[src/rtl/instr_sequencer.sv]
// Instruction sequencer: a small FIFO feeding a three-state issue FSM that drives
// registered RAM/ALU control outputs and waits LAT cycles for multi-cycle results.
module instr_sequencer #(
    parameter int unsigned DEPTH = 4,
    parameter int unsigned LAT   = 2
) (
    input  logic        clock,
    input  logic        reset_n,
    input  logic        in_valid,
    output logic        in_ready,
    input  logic [15:0] in_instr,
    output logic        we,
    output logic [3:0]  data,
    output logic [3:0]  addr,
    output logic [3:0]  addrop1,
    output logic [3:0]  addrop2,
    output logic        sel,
    output logic [1:0]  opcode,
    output logic        res_strobe,
    output logic        busy,
    output logic [7:0]  issued_cnt
);
    localparam int unsigned PtrW = $clog2(DEPTH);
    localparam int unsigned CntW = PtrW + 1;

    localparam logic [1:0] TyWrite = 2'b00;
    localparam logic [1:0] TyRead  = 2'b01;
    localparam logic [1:0] TyAlu   = 2'b10;
    localparam logic [1:0] TyNop   = 2'b11;

    typedef enum logic [1:0] {StIdle, StIssue, StWait} state_e;

    logic [15:0]     mem_q [DEPTH];
    logic [PtrW-1:0] wr_ptr_q, wr_ptr_d, rd_ptr_q, rd_ptr_d;
    logic [CntW-1:0] count_q, count_d;
    state_e          state_q, state_d;
    logic [1:0]      type_q, type_d;
    logic [3:0]      wait_q, wait_d;
    logic            we_q, we_d, sel_q, sel_d, strobe_q, strobe_d;
    logic [3:0]      data_q, data_d, addr_q, addr_d;
    logic [3:0]      addrop1_q, addrop1_d, addrop2_q, addrop2_d;
    logic [1:0]      opcode_q, opcode_d;
    logic [7:0]      cnt_q, cnt_d;
    logic            push, pop;
    logic [15:0]     head;

    // in_ready looks only at the registered count, so a same-cycle pop cannot raise it
    assign in_ready   = count_q < CntW'(DEPTH);
    assign push       = in_valid & in_ready;
    assign pop        = (state_q == StIdle) && (count_q != '0);
    assign head       = mem_q[rd_ptr_q];
    assign busy       = (count_q != '0) || (state_q != StIdle);

    assign we         = we_q;
    assign data       = data_q;
    assign addr       = addr_q;
    assign addrop1    = addrop1_q;
    assign addrop2    = addrop2_q;
    assign sel        = sel_q;
    assign opcode     = opcode_q;
    assign res_strobe = strobe_q;
    assign issued_cnt = cnt_q;

    always_comb begin
        wr_ptr_d  = wr_ptr_q + PtrW'(push);
        rd_ptr_d  = rd_ptr_q + PtrW'(pop);
        count_d   = count_q + CntW'(push) - CntW'(pop);
        state_d   = state_q;
        type_d    = type_q;
        wait_d    = wait_q;
        we_d      = 1'b0;
        strobe_d  = 1'b0;
        sel_d     = sel_q;
        data_d    = data_q;
        addr_d    = addr_q;
        addrop1_d = addrop1_q;
        addrop2_d = addrop2_q;
        opcode_d  = opcode_q;
        cnt_d     = cnt_q;

        unique case (state_q)
            StIdle: begin
                // Outputs are loaded on the pop edge so they are visible during ISSUE
                if (pop) begin
                    type_d  = head[15:14];
                    state_d = StIssue;
                    unique case (head[15:14])
                        TyWrite: begin
                            addr_d = head[11:8];
                            data_d = head[3:0];
                            we_d   = 1'b1;
                            sel_d  = 1'b0;
                        end
                        TyRead: begin
                            addr_d = head[11:8];
                            sel_d  = 1'b0;
                        end
                        TyAlu: begin
                            addrop1_d = head[7:4];
                            addrop2_d = head[3:0];
                            opcode_d  = head[13:12];
                            sel_d     = 1'b1;
                        end
                        TyNop: ;
                    endcase
                end
            end
            StIssue: begin
                if (type_q == TyRead || type_q == TyAlu) begin
                    state_d  = StWait;
                    wait_d   = 4'(LAT - 1);
                    strobe_d = (LAT == 1);
                end else begin
                    state_d = StIdle;
                    cnt_d   = cnt_q + 8'd1;
                end
            end
            StWait: begin
                if (wait_q == 4'd0) begin
                    state_d = StIdle;
                    cnt_d   = cnt_q + 8'd1;
                end else begin
                    wait_d   = wait_q - 4'd1;
                    strobe_d = (wait_q == 4'd1);
                end
            end
            default: state_d = StIdle;
        endcase
    end

    always_ff @(posedge clock) begin
        if (push) mem_q[wr_ptr_q] <= in_instr;
    end

    always_ff @(posedge clock or negedge reset_n) begin
        if (!reset_n) begin
            wr_ptr_q  <= '0;
            rd_ptr_q  <= '0;
            count_q   <= '0;
            state_q   <= StIdle;
            type_q    <= TyNop;
            wait_q    <= '0;
            we_q      <= 1'b0;
            strobe_q  <= 1'b0;
            sel_q     <= 1'b0;
            data_q    <= '0;
            addr_q    <= '0;
            addrop1_q <= '0;
            addrop2_q <= '0;
            opcode_q  <= '0;
            cnt_q     <= '0;
        end else begin
            wr_ptr_q  <= wr_ptr_d;
            rd_ptr_q  <= rd_ptr_d;
            count_q   <= count_d;
            state_q   <= state_d;
            type_q    <= type_d;
            wait_q    <= wait_d;
            we_q      <= we_d;
            strobe_q  <= strobe_d;
            sel_q     <= sel_d;
            data_q    <= data_d;
            addr_q    <= addr_d;
            addrop1_q <= addrop1_d;
            addrop2_q <= addrop2_d;
            opcode_q  <= opcode_d;
            cnt_q     <= cnt_d;
        end
    end
endmodule
[config.mk]
export PLATFORM = sky130hd
export DESIGN_NAME = instr_sequencer
export DESIGN_NICKNAME = d
export VERILOG_FILES = /design/src/rtl/instr_sequencer.sv
export SDC_FILE = /design/constraint.sdc
export NUM_CORES = 1
export LEC_CHECK = 0
export CORE_ASPECT_RATIO = 1.4
export CORE_MARGIN = 5
export CORE_UTILIZATION = 30
export DETAILED_ROUTE_END_ITERATION = 8
export GPL_TIMING_DRIVEN = 0
export PLACE_DENSITY = 0.5
export SYNTH_ARGS = -nofsm -noshare
export SYNTH_HDL_FRONTEND = slang
export SYNTH_SLANG_ARGS = --single-unit
export TNS_END_PERCENT = 20
[constraint.sdc]
create_clock -name clock -period 6.05 [get_ports clock]
set_input_delay 0.605 -clock clock [delete_from_list [all_inputs] [get_ports clock]]
set_output_delay 0.605 -clock clock [all_outputs]
set_load 0.01 [all_outputs]
==> metrics.cfg, run 1 <==
[timing]
fin_skew_ns = 0.00571
min_period_ns = 2.47
setup_viol = 0
slew-limit-headroom = 0.359
hold_ws_ns = 0.121
period_share = 0.408
rsz0062_at_grt = no
finalSetupTns_ns = 0
worst_pin_slew_ns = 0.957
fmax_ghz = 0.406
slew_violations = 0
finalHoldViolCount = 0

[worst_setup_path]
crit_path_end = busy
end_kind = output port
crit_path_cell_trace = nor3_2 > nand2_1 > clkdlybuf4s50_1
worstSetupStartpointType = flip-flop
r2r_start = count_q[1]$_DFF_PN0_
crit_arrival_ns = 1.86
cp.depth = 3
critPathBufInv = 1
crit_required_ns = 5.44
reg2reg_to = count_q[2]$_DFF_PN0_
startpoint = count_q[1]$_DFF_PN0_
path_max_fanout = 6
ff2ff_path_depth = 8
crit_family = simple AND/OR/NAND/NOR gates
max_stage_delay_ns = 0.50
crit_type = reg2out
critPathSlowestCell = clkdlybuf4s50_1
r2r_setup_slack_ns = 3.73

[finish]
final_util = 0.382
area_delta_synth_final_pct = 25.8
n_antenna_cell = 0
final_cells = 481
nets = 316
drive_gt1_frac = 0.223

[grt]
antenna_found_initial = 0
grt_max_degree = 37
grt_pass1_vias = 2229
grt_pass1_wl_um = 12200
grtUsageTotal = 0.101
grt_overflow_total = 0

[synthesis]
synthFlopType = edfxtp_1
ys_seq_area_frac = 0.720
netlist_instances = 226
synth_fp_nets = 251
async_reset_ff_frac = 0.407
syn_area_mm2 = 0.00420
synth_edf_count = 64
avgSynthCellArea_um2 = 18.6
synth.distinct_cells = 34
ys_warn_count = 0
synth.ff_latch_count = 108

[pwr]
leakage_nw = 1.94
total_power_mw = 2.58
peakVddDrop_v = 0.000136
powerDensity_mw_per_mm2 = 488

[drt]
drc_errors = 0
wl_per_cell_um = 15.7
routed_via_density = 4.38
dr.pass1.iters = 4
wl_um = 7560
ant_nets = 0
route.vias.total = 2105
first_iter_violations = 62

[clocking]
clk_pin_slew_ns = 0.07
cts_root_buf = clkbuf_16
clockBufferDepth = 2
cts_tree = built
cts_resized = 0
ctsHtreeMaxLevel = 3
cts_setup_buffers = 0
hold_buffers = 0
clock-sinks = 108
numCtsBuffers = 9
insertion_delay_ns = 0.34

[floorplanning]
die_area_mm2 = 0.0165
core_mm2 = 0.0138
die_x_um = 110
initial_core_util = 0.304
num_rows = 51
ios = 50
die_h_um = 150

[placed_design]
dp_cells = 465
globalplace.congestion = 0.709
hpwl_um = 5190
port_buffers = 49

[flow_run]
maxCapViolCount = 0

[hold_path]
hp-class = in2async

[status]
status = complete, no violations

area by class of cell:
class | instances | area (um2)
fill | 1305 | 8560
buffer | 6 | 35.0
timing repair buffer | 54 | 554
multi-input combinational | 105 | 1130
clock inverter | 5 | 52.6
tap | 185 | 231
clock buffer | 11 | 233
inverter | 7 | 26.3
sequential | 108 | 3030
kinds of logic (layout without fill, tap and decap cells):
group,Yosys count,in the layout,synth area share
DFF,108,108,0.720
and+or+nand+nor,42,42,0.0584
muxes,38,38,0.149
xor gates and xnor gates,15,15,0.0313
buffers and inverters,13,83,0.0146
adders and majority gates,6,6,0.0196
AOI/OAI and AO/OA,4,4,0.00744
flip-flops by register name (all words and copies together), names as in the netlist:
name        cells
mem_q          64
issued_cnt      8
addr            4
addrop1         4
addrop2         4
data            4
wait_q          4
count_q         3
opcode          2
rd_ptr_q        2
state_q         2
type_q          2
wr_ptr_q        2
res_strobe      1
sel             1
we              1
placed cells by master, fill, tap and decap left out, types with 4 or more instances in the layout:
master	instances
xor2_1	5
clkbuf_16	9
nand3_1	4
inv_1	7
xnor2_1	10
buf_6	4
nor3_2	4
and3_1	4
nor2_1	8
mux4_2	11
clkdlybuf4s50_1	48
clkbuf_1	5
ha_1	5
mux2_2	21
mux4_1	5
nand2_1	7
dfrtp_1	42
edfxtp_1	64
worst reg2reg max path, delay by kind of cell, from the launching register on:
kind | cells | cell delay, ns
simple gates | 4 | 0.97
fa+ha+maj | 2 | 0.57
flops | 1 | 0.41
xor+xnor | 2 | 0.27
synthesized netlist by cell type, drive strengths merged (3+ instances only):
cell,count,area [um2]
and2,3,18.8
and3,4,25.0
buf,3,23.8
clkbuf,3,11.3
dfrtp,42,1050
edfxtp,64,1920
ha,5,62.6
inv,7,26.3
mux2,21,236
mux4,16,379
nand2,7,26.3
nand3,4,20.0
nor2,9,33.8
nor3,5,40.0
xnor2,10,87.6
xor2,5,43.8
per-layer routing:
layer,GRT usage,vias to the layer above,share of wire
li1,-,983,-
met4,0.0524,0,0.024
met2,0.168,34,0.52
met3,0.0237,13,0.035
met1,0.121,1075,0.42
met5,0,-,0
per-stage QoR:
stage	worst slack [ns]	cell area (um2)
finish	3.58	5290
global route	3.48	5290
CTS	3.55	5290
detailed placement	3.42	5000
global placement	1.97	4920
floorplan	3.68	4200
how the worst min path moves through the flow:
stage / from / to / slack, ns / cells past startpoint
after floorplan: reset_n / addr[0]$_DFFE_PN0P_ / 0.31 / 0
after global placement: issued_cnt[7]$_DFFE_PN0P_ / issued_cnt[7]$_DFFE_PN0P_ / 0.46 / 1
after detailed placement: issued_cnt[7]$_DFFE_PN0P_ / issued_cnt[7]$_DFFE_PN0P_ / 0.47 / 1
after CTS: reset_n / opcode[1]$_DFFE_PN0P_ / 0.12 / 1
after global routing: reset_n / opcode[1]$_DFFE_PN0P_ / 0.12 / 1
final: reset_n / opcode[1]$_DFFE_PN0P_ / 0.12 / 1
where the power goes:
group | internal, mW | switching, mW | leakage [nW]
clock | 0.319 | 0.243 | 0.141
sequential | 0.995 | 0.106 | 1.12
combinational | 0.503 | 0.415 | 0.687
Note: power is estimated with default switching activity, not from simulation.
==> run 2, diff against run 1 <==
==> constraint.sdc (replaced) <==
create_clock -name clock -period 2.5 [get_ports clock]
set_input_delay 0.25 -clock clock [delete_from_list [all_inputs] [get_ports clock]]
set_output_delay 0.25 -clock clock [all_outputs]
set_load 0.01 [all_outputs]
==> metrics.cfg, run 2 (synthesized netlist as in run 1, its figures left out) <==
[status]
status = complete, no violations

[timing]
fin_skew_ns = 0.00511  ; -0.000596 ns
fin_ws_ns = 0.179  ; -3.41 ns
setup_viol = 0  ; unchanged
rsz0062_at_grt = no
worst_pin_slew_ns = 0.916  ; -0.0411 ns
min_period_ns = 2.32
hold_ws_ns = 0.317  ; +0.196 ns
slew-limit-headroom = 0.389  ; +0.0302
period_share = 0.928
slew_violations = 0  ; unchanged
fmax_ghz = 0.431
finalHoldViolCount = 0  ; unchanged
finalSetupTns_ns = 0  ; unchanged

[worst_setup_path]
crit_type = reg2reg
worstSetupStartpointType = flip-flop
crit_arrival_ns = 2.55  ; +0.69 ns
crit_required_ns = 2.73  ; -2.71 ns
r2r_setup_slack_ns = 0.18  ; -3.55 ns
path_max_fanout = 6  ; unchanged
max_stage_delay_ns = 0.49  ; about the same
critPathSlowestCell = nor3_2
end_kind = flip-flop
r2r_start = count_q[1]$_DFF_PN0_
ff2ff_path_depth = 8  ; unchanged
reg2reg_to = count_q[2]$_DFF_PN0_
crit_path_cell_trace = nor3_2 > nor2_1 > nand2_1 > nand2_1 > ha_1 > fa_1 > xnor2_1 > xnor2_1

[clocking]
insertion_delay_ns = 0.34  ; about the same
ctsHtreeMaxLevel = 3  ; unchanged
numCtsBuffers = 9  ; unchanged
clockBufferDepth = 2  ; unchanged
clk_pin_slew_ns = 0.07  ; about the same
cts_root_buf = clkbuf_16
cts_tree = built
clock-sinks = 108  ; unchanged
cts_resized = 0  ; unchanged

[finish]
nets = 317  ; +0.32%
n_antenna_cell = 0  ; unchanged
most-common-layout-cells = edfxtp_1 (64), clkdlybuf4s50_1 (48), dfrtp_1 (42)
nFillCells = 1305  ; unchanged
multi_input_area_mm2 = 0.00113  ; unchanged
drive_gt1_frac = 0.222  ; -0.000751
largest_reg_flops = 64  ; unchanged
final_common_cell = edfxtp_1
final_cells = 482  ; +0.21%
seqCellArea_mm2 = 0.00303  ; unchanged
area_delta_synth_final_pct = 26.0
largest_register = mem_q

[placed_design]
post-place-ws_ns = 0.188  ; -3.23 ns
hpwl_um = 5190  ; unchanged
globalplace.congestion = 0.709  ; unchanged
dp_cells = 465  ; unchanged
port_buffers = 49  ; unchanged

[floorplanning]
die_x_um = 110  ; unchanged
core_mm2 = 0.0138  ; unchanged
initial_core_util = 0.304  ; unchanged
die_area_mm2 = 0.0165  ; unchanged
die_h_um = 150  ; unchanged
num_rows = 51  ; unchanged
ios = 50  ; unchanged

[grt]
grt_max_degree = 37  ; unchanged
grt_overflow_total = 0  ; unchanged
grtUsageTotal = 0.101  ; unchanged
antenna_found_initial = 0  ; unchanged
grt_pass1_wl_um = 12200  ; unchanged
grt_pass1_vias = 2229  ; unchanged

[drt]
ant_nets = 0  ; unchanged
drc_errors = 0  ; unchanged
route.vias.total = 2101  ; -0.19%
routed_via_density = 4.36  ; -0.40%
dr.pass1.iters = 4  ; unchanged
wl_um = 7560  ; about the same
wl_per_cell_um = 15.7  ; -0.18%
first_iter_violations = 68  ; +9.7%

[pwr]
total_power_mw = 6.25  ; +140%
seqPwrFrac = 0.426  ; about the same
p_sw_frac = 0.296  ; about the same
peakVddDrop_v = 0.000329  ; +140%
leakage_nw = 1.95  ; +0.22%
power.internal_mw = 4.40  ; +140%
powerDensity_mw_per_mm2 = 1180  ; +140%
clkPwrFrac = 0.218  ; about the same
p_switching_mw = 1.85  ; +140%
p_comb_frac = 0.356  ; about the same

[hold_path]
hp-class = in2async

[flow_run]
maxCapViolCount = 0  ; unchanged

-- run 2: cell types whose count changed in the layout (fill, tap and decap cells not counted), sizes merged --
cell | previous run | this run
dlygate4sd3 | 0 | 1
-- run 2: through the flow --
| step | instance area, um2 | util |
|---|---|---|
| after global routing | 5300 | 0.382 |
| after CTS | 5300 | 0.382 |
| after detailed placement | 5000 | 0.361 |
| after global placement | 4920 | 0.356 |
| after floorplan | 4200 | - |
| final | 5300 | 0.382 |
-- run 2: area by class of cell --
cell class	instances	area share
clock buffer	11	0.0439
sequential	108	0.571
clock inverter	5	0.00992
buffer	6	0.00661
multi-input combinational	105	0.213
timing repair buffer	55	0.107
tap	185	0.0437
inverter	7	0.00496
-- run 2: critical path, delay by kind of cell, from the launching register on --
family | cells | cell delay [ns]
adder cells (fa/ha/maj) | 2 | 0.57
XOR/XNOR | 2 | 0.27
AND/OR/NAND/NOR | 4 | 0.97
flip-flops | 1 | 0.41
-- run 2: power by group through the flow --
stage	combinational [mW]	sequential, mW	clock [mW]
2_1_floorplan	1.32	2.75	0
3_3_place_gp	2.23	2.69	0
3_5_place_dp	2.29	2.71	0
4_1_cts	2.30	2.67	1.41
5_1_grt	2.46	2.73	1.49
6_report	2.22	2.66	1.36
-- run 2: how the worst max path moves through the flow --
stage,from,endpoint,slack (ns),cells past startpoint
floorplan,count_q[2]$_DFF_PN0_,mem_q[1][0]$_DFFE_PP_,0.20,3
global placement,in_valid,mem_q[1][13]$_DFFE_PP_,-1.22,3
detailed placement,count_q[1]$_DFF_PN0_,count_q[2]$_DFF_PN0_,0.19,8
CTS,count_q[2]$_DFF_PN0_,count_q[2]$_DFF_PN0_,0.15,8
global route,count_q[2]$_DFF_PN0_,count_q[2]$_DFF_PN0_,0.008,8
finish,count_q[1]$_DFF_PN0_,count_q[2]$_DFF_PN0_,0.18,8
-- run 2: routing by layer --
layer | GRT usage | routed length (um) | vias up
li1 | - | - | 985
met1 | 0.121 | 3200 | 1066
met2 | 0.168 | 3900 | 37
met3 | 0.0237 | 285 | 13
met4 | 0.0524 | 172 | 0
met5 | 0 | 0 | -
-- run 2: what timing repair did --
item	CTS	global route
hold buffers	1	0
buffers inserted	0	0
endpoints found under the hold margin	8	0
endpoints found under the setup margin	0	0
==> run 3, diff against run 2 <==
--- a/config.mk
+++ b/config.mk
@@ -7,10 +7,10 @@
 export LEC_CHECK = 0
 export CORE_ASPECT_RATIO = 1.4
 export CORE_MARGIN = 5
-export CORE_UTILIZATION = 30
+export CORE_UTILIZATION = 40
 export DETAILED_ROUTE_END_ITERATION = 8
 export GPL_TIMING_DRIVEN = 0
-export PLACE_DENSITY = 0.5
+export PLACE_DENSITY = 0.62
 export SYNTH_ARGS = -nofsm -noshare
 export SYNTH_HDL_FRONTEND = slang
 export SYNTH_SLANG_ARGS = --single-unit
==> metrics.cfg, run 3 (synthesized netlist as in run 1, its figures left out) <==
[worst_setup_path]
end_kind = flip-flop
crit_path_cell_trace = or2_2 > clkbuf_1 > nor2_2 > nand2_1 > fa_1 > xnor2_1 > xnor2_1
path_max_fanout = 6  ; unchanged
startpoint = state_q[0]$_DFFE_PN0P_
crit_family = simple AND/OR/NAND/NOR gates
cp_common_cell = xnor2_1
r2r_start = state_q[0]$_DFFE_PN0P_
critPathSlowestCell = dfrtp_1
crit_arrival_ns = 2.44  ; -0.11 ns
crit_type = reg2reg
crit_required_ns = 2.76  ; +0.03 ns
worstSetupStartpointType = flip-flop
max_stage_delay_ns = 0.42  ; -0.07 ns
critPathBufInv = 1  ; +1

[clocking]
cts_setup_buffers = 0  ; unchanged
cts_tree = built
clock-sinks = 108  ; unchanged
insertion_delay_ns = 0.33  ; about the same
numCtsBuffers = 9  ; unchanged
ctsHtreeMaxLevel = 3  ; unchanged
clk_pin_slew_ns = 0.07  ; about the same
cts_root_buf = clkbuf_16
clockBufferDepth = 2  ; unchanged

[pwr]
powerDensity_mw_per_mm2 = 1180  ; +0.12%
peakVddDrop_v = 0.000412  ; +25%
leakage_nw = 1.94  ; -0.63%

[finish]
drive_gt1_frac = 0.227  ; +0.00490
final_common_cell = edfxtp_1
largest_register = mem_q
final_cells = 433  ; -10%
nFillCells = 932  ; -29%
most-common-layout-cells = edfxtp_1 (64), clkdlybuf4s50_1 (48), dfrtp_1 (42)
largest_reg_flops = 64  ; unchanged
n_antenna_cell = 0  ; unchanged
nets = 316  ; -0.32%
area_delta_synth_final_pct = 23.9

[floorplanning]
die_h_um = 131  ; -13%
die_area_mm2 = 0.0127  ; -23%
core_mm2 = 0.0103  ; -25%
die_x_um = 96.6  ; -12%
ios = 50  ; unchanged
num_rows = 44  ; -14%
initial_core_util = 0.406  ; +0.103

[grt]
grt_overflow_total = 0  ; unchanged
grt_pass1_vias = 2386  ; +7.0%
grt_pass1_wl_um = 12300  ; +1.2%
grt_max_degree = 39  ; +5.4%
grtUsageTotal = 0.124  ; +0.0231
antenna_found_initial = 0  ; unchanged

[timing]
setup_viol = 0  ; unchanged
finalHoldViolCount = 0  ; unchanged
slew-limit-headroom = 0.407  ; +0.0176
period_share = 0.872  ; -0.0568
slew_violations = 0  ; unchanged
min_period_ns = 2.18  ; -0.142 ns
worst_pin_slew_ns = 0.890  ; -0.0265 ns
fin_skew_ns = 0.00439  ; -0.000722 ns
fmax_ghz = 0.459  ; +6.5%
rsz0062_at_grt = no
fin_ws_ns = 0.321  ; +0.142 ns

[placed_design]
dp_cells = 417  ; -10%
port_buffers = 49  ; unchanged
hpwl_um = 5200  ; +0.31%
post-place-ws_ns = 0.127  ; -0.0606 ns
globalplace.congestion = 0.684  ; -3.6%

[hold_path]
hp-class = in2async

[drt]
wl_per_cell_um = 16.9  ; +7.7%
first_iter_violations = 74  ; +8.8%
route.vias.total = 2133  ; +1.5%
ant_nets = 0  ; unchanged
wl_um = 7310  ; -3.3%
dr.pass1.iters = 4  ; unchanged
drc_errors = 0  ; unchanged
routed_via_density = 4.93  ; +13%

[status]
status = complete, no violations

[flow_run]
maxCapViolCount = 0  ; unchanged

[run 3: layout make-up]
class	instances	area, um2	area share
Sequential cell	108	3030	0.581
Multi-Input combinational cell	105	1140	0.218
Timing Repair Buffer	54	553	0.106
Clock buffer	10	229	0.0440
Tap cell	138	173	0.0332
Buffer	6	35.0	0.00673
Clock inverter	5	28.8	0.00553
Inverter	7	26.3	0.00505
[run 3: timing repair]
action	4_1_cts	5_1_grt
endpoints found under the setup margin	0	1
gates resized for setup	0	2
endpoints found under the hold margin	6	0
hold buffers	1	0
[run 3: stage by stage]
step,cell area [um2],hold slack (ns),utilization,setup TNS (ns),power [mW]
CTS,5200,0.297,0.502,0,6.27
global route,5210,0.345,0.503,0,6.54
floorplan,4200,-0.0456,-,0,4.06
detailed placement,4930,0.113,0.476,0,4.99
finish,5210,0.296,0.503,0,6.15
global placement,4870,0.461,0.470,-39.60,4.88
[run 3: path summary, 6_finish.rpt]
| kind | to | slack (ns) | cells after the start |
|---|---|---|---|
| setup / recovery | count_q[2]$_DFF_PN0_ | 0.32 | 7 |
| hold / removal | data[3]$_DFFE_PN0P_ | 0.30 | 2 |
| setup reg to reg | count_q[2]$_DFF_PN0_ | 0.32 | 7 |
| hold reg to reg | issued_cnt[7]$_DFFE_PN0P_ | 0.47 | 1 |
| max in group asynchronous | type_q[0]$_DFFE_PN1P_ | 1.68 | 3 |
| min in group clock | issued_cnt[7]$_DFFE_PN0P_ | 0.47 | 1 |
[run 3: power breakdown]
group	switching, mW	internal [mW]
combinational	0.997	1.21
sequential	0.270	2.41
clock	0.595	0.667
[run 3: metal layers]
| metal | GRT usage | part of all wire | up-vias |
|---|---|---|---|
| li1 | - | - | 987 |
| met1 | 0.144 | 0.41 | 1102 |
| met2 | 0.218 | 0.54 | 36 |
| met3 | 0.0308 | 0.032 | 8 |
| met4 | 0.0539 | 0.016 | 0 |
| met5 | 0 | 0 | - |
